### src/rtl/bootram_arbiter.sv
// bootram_arbiter: two-requester (cpu, DMA) arbiter onto a single boot RAM port.
// Each access walks IDLE -> ISSUE -> WAIT -> ACK, so at most one access per 4 cycles.
module bootram_arbiter #(
  parameter int ADDR_WIDTH   = 14,
  parameter int CPU_PRIORITY = 0
) (
  input  logic                  clk,
  input  logic                  reset_n,
  input  logic                  cpu_req,
  input  logic                  cpu_we,
  input  logic [ADDR_WIDTH-1:0] cpu_addr,
  input  logic [31:0]           cpu_d,
  input  logic [3:0]            cpu_bytesel,
  output logic                  cpu_ack,
  output logic [31:0]           cpu_q,
  input  logic                  dma_req,
  input  logic                  dma_we,
  input  logic [ADDR_WIDTH-1:0] dma_addr,
  input  logic [31:0]           dma_d,
  input  logic [3:0]            dma_bytesel,
  output logic                  dma_ack,
  output logic [31:0]           dma_q,
  output logic [ADDR_WIDTH-1:0] ram_addr,
  output logic [31:0]           ram_d,
  output logic                  ram_we,
  output logic [3:0]            ram_bytesel,
  input  logic [31:0]           ram_q,
  output logic                  owner
);
  typedef enum logic [1:0] {IDLE, ISSUE, WAIT, ACK} state_t;
  state_t state;
  logic   cpu_last;
  logic   pick_dma;
  // cpu_last is separate from owner so that after reset the cpu counts as not-last
  assign pick_dma = dma_req && (!cpu_req || (CPU_PRIORITY == 0 && cpu_last));
  always_ff @(posedge clk or negedge reset_n) begin
    if (!reset_n) begin
      state       <= IDLE;
      ram_we      <= 1'b0;
      ram_addr    <= '0;
      ram_d       <= '0;
      ram_bytesel <= '0;
      owner       <= 1'b0;
      cpu_last    <= 1'b0;
      cpu_ack     <= 1'b0;
      dma_ack     <= 1'b0;
      cpu_q       <= '0;
      dma_q       <= '0;
    end else begin
      case (state)
        IDLE: if (cpu_req || dma_req) begin
          ram_we      <= pick_dma ? dma_we : cpu_we;
          ram_addr    <= pick_dma ? dma_addr : cpu_addr;
          ram_d       <= pick_dma ? dma_d : cpu_d;
          ram_bytesel <= pick_dma ? dma_bytesel : cpu_bytesel;
          owner       <= pick_dma;
          cpu_last    <= !pick_dma;
          state       <= ISSUE;
        end
        ISSUE: begin
          ram_we <= 1'b0;
          state  <= WAIT;
        end
        WAIT: begin
          if (owner) begin
            dma_q   <= ram_q;
            dma_ack <= 1'b1;
          end else begin
            cpu_q   <= ram_q;
            cpu_ack <= 1'b1;
          end
          state <= ACK;
        end
        ACK: begin
          cpu_ack <= 1'b0;
          dma_ack <= 1'b0;
          state   <= IDLE;
        end
        default: state <= IDLE;
      endcase
    end
  end
endmodule

### config.mk
export PLATFORM = sky130hd
export DESIGN_NAME = bootram_arbiter
export DESIGN_NICKNAME = d
export VERILOG_FILES = /design/src/rtl/bootram_arbiter.sv
export SDC_FILE = /design/constraint.sdc
export NUM_CORES = 1
export LEC_CHECK = 0
export ABC_AREA = 0
export CORE_UTILIZATION = 35
export CTS_BUF_LIST = sky130_fd_sc_hd__clkbuf_8 sky130_fd_sc_hd__clkbuf_16
export DETAILED_ROUTE_END_ITERATION = 8
export GPL_ROUTABILITY_DRIVEN = 0
export PLACE_DENSITY_LB_ADDON = 0.2
export SLEW_MARGIN = 30
export SYNTH_ARGS = -nofsm -noshare
export SYNTH_HDL_FRONTEND = slang
export SYNTH_SLANG_ARGS = --single-unit
### constraint.sdc
create_clock -name clk -period 1.9 [get_ports clk]
set_input_delay 0.57 -clock clk [delete_from_list [all_inputs] [get_ports clk]]
set_output_delay 0.57 -clock clk [all_outputs]
set_load 0.1 [all_outputs]
==> metrics.yaml <==
outcome: "finished clean"
crit_fanout: 14
hp-class: "input port to async pin"
fin_worst_skew_ns: 0.0106
vias: 4022
pre_cts_ws_ns: -0.382
wl_per_cell_microns: 18.0
dp_hpwl_microns: 10500
synth_edf_count: 0
diodes: 0
end_kind: "flip-flop"
die_w_microns: 122
yosysSeqAreaShare_pct: 60.1
die_area_sq_um: 14900
grt.total_usage_pct: 20.5
finalSetupViolCount: 0
final_hold_viol_count: 0
area_growth_pct: 93.4
crit_arrival_ns: 1.97
placed_area_sq_um: 9080
timing.rr.end: "ram_d[13]"
min_period_ns: 1.68
multiInputGateArea_sq_um: 1810
netlist.area_leader.share_pct: 60.1
cap_violations: 0
syn-cell-area_sq_um: 5040
yosysTopAreaCell: "dfrtp_1"
clk_pin_slew_ns: 0.06
synthesis.nets: 488
grt_pass1_wl_microns: 22900
cts_max_level: 4
fin_setup_tns_ns: 0
cts.sinks: 121
fin_ws_ns: 0.216
io_buffer_count: 255
clockBufferDepth: 2
ant_nets: 0
synthTopCellsByArea: "dfrtp_1, mux2_2, a221o_1, and2_0, buf_6"
avgSynthCellArea_sq_um: 14.6
tightest_slew_ns: 0.628
num_rows: 43
io_pins: 256
cts-root-buf: "clkbuf_16"
postCtsSetupBuffers: 0
clk_latency_ns: 0.42
r2r-start: "state[0]"
core_area_sq_um: 13900
yosys.cell_types.count: 27
cts-resized-gates: 0
yosys_warnings: 0
nFillCells: 944
final_area_sq_um: 9740
netlist_instances: 345
drt_pass1_iterations: 4
synth-main-ff-cell: "dfrtp_1"
via_per_inst: 4.95
synthArstFlopShare_pct: 100
start_util_pct: 36.1
grt_max_degree: 33
critical_path_class: "input port to flip-flop"
rsz0062_at_grt: "no"
drive_above_1_share_pct: 38.6
cts_tree: "done"
nets: 762
drc: 0
grt-ovfl-total: 0
ff_latch_area_sq_um: 3030
grt_pass1_vias: 4306
setup.worst_path.start_class: "input port"
ys_ff_latch: 121
die_y_microns: 122
ff2ff_path_depth: 7
fmax_ghz: 0.594
final_max_slew_viol_count: 0
drt_wl_total_microns: 14600
rrSetupSlack_ns: 0.25
crit_required_ns: 2.19
timing.final.crit_share_pct: 88.6
slew_headroom_pct: 58.1
cts-buffers-inserted: 17
postLayoutCoreUtil_pct: 69.9
ctsHoldBuffers: 0
antenna_found_initial: 0
first_iter_violations: 160
==> registers in the layout, summed over array words and instances (netlist names) <==
register / flops
ram_d: 32
cpu_q: 32
ram_we: 1
ram_bytesel: 4
ram_addr: 14
owner: 1
dma_q: 32
dma_ack: 1
cpu_ack: 1
cpu_last: 1
state: 2
==> logic make-up after synthesis <==
| logic type | count (synthesis) | synth area share (%) |
|---|---|---|
| flops | 121 | 60.1 |
| mux | 67 | 15.0 |
| simple gates | 64 | 7.68 |
| compound gates | 62 | 11.8 |
| buf+inv | 26 | 4.20 |
| fa+ha+maj | 5 | 1.24 |
==> metrics by stage <==
step | instances | hold WS (ns)
6_report | 812 | 0.101
4_1_cts | 811 | 0.111
2_1_floorplan | 345 | 0.274
3_3_place_gp | 778 | 0.544
5_1_grt | 812 | 0.120
3_5_place_dp | 779 | 0.554
==> area by class of cell <==
cell class / count / share of cell area (%)
clock buffers: 17 / 4.37
inverters: 4 / 0.154
multi-input cells: 199 / 18.6
clock inverters: 15 / 2.30
flip-flops and latches: 121 / 31.1
well taps: 180 / 2.31
repair buffers: 276 / 41.2
==> worst max-delay path, stage by stage <==
cell and delay (ns):
clkdlybuf4s50_1 0.50, buf_4 0.18, o21ai_4 0.10, buf_4 0.19, and2_0 0.16, a221o_1 0.27
==> worst max path at each step <==
| stage | from | end | cells after the start |
|---|---|---|---|
| 2_1_floorplan | owner | cpu_q[10] | 4 |
| 3_3_place_gp | cpu_req | ram_addr[6] | 4 |
| 3_5_place_dp | cpu_req | ram_d[13] | 5 |
| 4_1_cts | cpu_req | ram_d[13] | 5 |
| 5_1_grt | state[1] | ram_d[27] | 7 |
| 6_report | dma_req | ram_d[28] | 6 |
==> synth_stat cells (2+ instances only) <==
master / instances
a221o_1: 50
a22o_1: 2
and2_0: 49
buf_2: 3
buf_4: 7
buf_6: 11
dfrtp_1: 121
ha_1: 5
inv_1: 4
mux2_1: 2
mux2_2: 64
nand2_1: 6
nor2_1: 3
o21ai_0: 4
o31ai_1: 2
==> layout by cell type (no fill, tap or decap), types with 4 or more instances in the layout <==
cell and n:
o21ai_0 4, inv_1 4, and2_0 49, buf_12 126, a221o_1 50, nand2_1 6, dfrtp_1 120, clkdlybuf4s50_1 136
buf_4 13, clkbuf_16 17, bufinv_16 5, ha_1 5, mux2_2 64
==> per-layer routing <==
layer,part of all wire (%),track usage [%],vias to the layer above
met5,0,0,-
met4,2.3,9.49,0
met3,7.0,5.95,25
met2,53,35.6,163
met1,38,23.1,2007
li1,-,-,1827
Power is left out: the tool's default activity adds up to more than one toggle a clock period on the data nets, which glitch-free logic cannot reach.
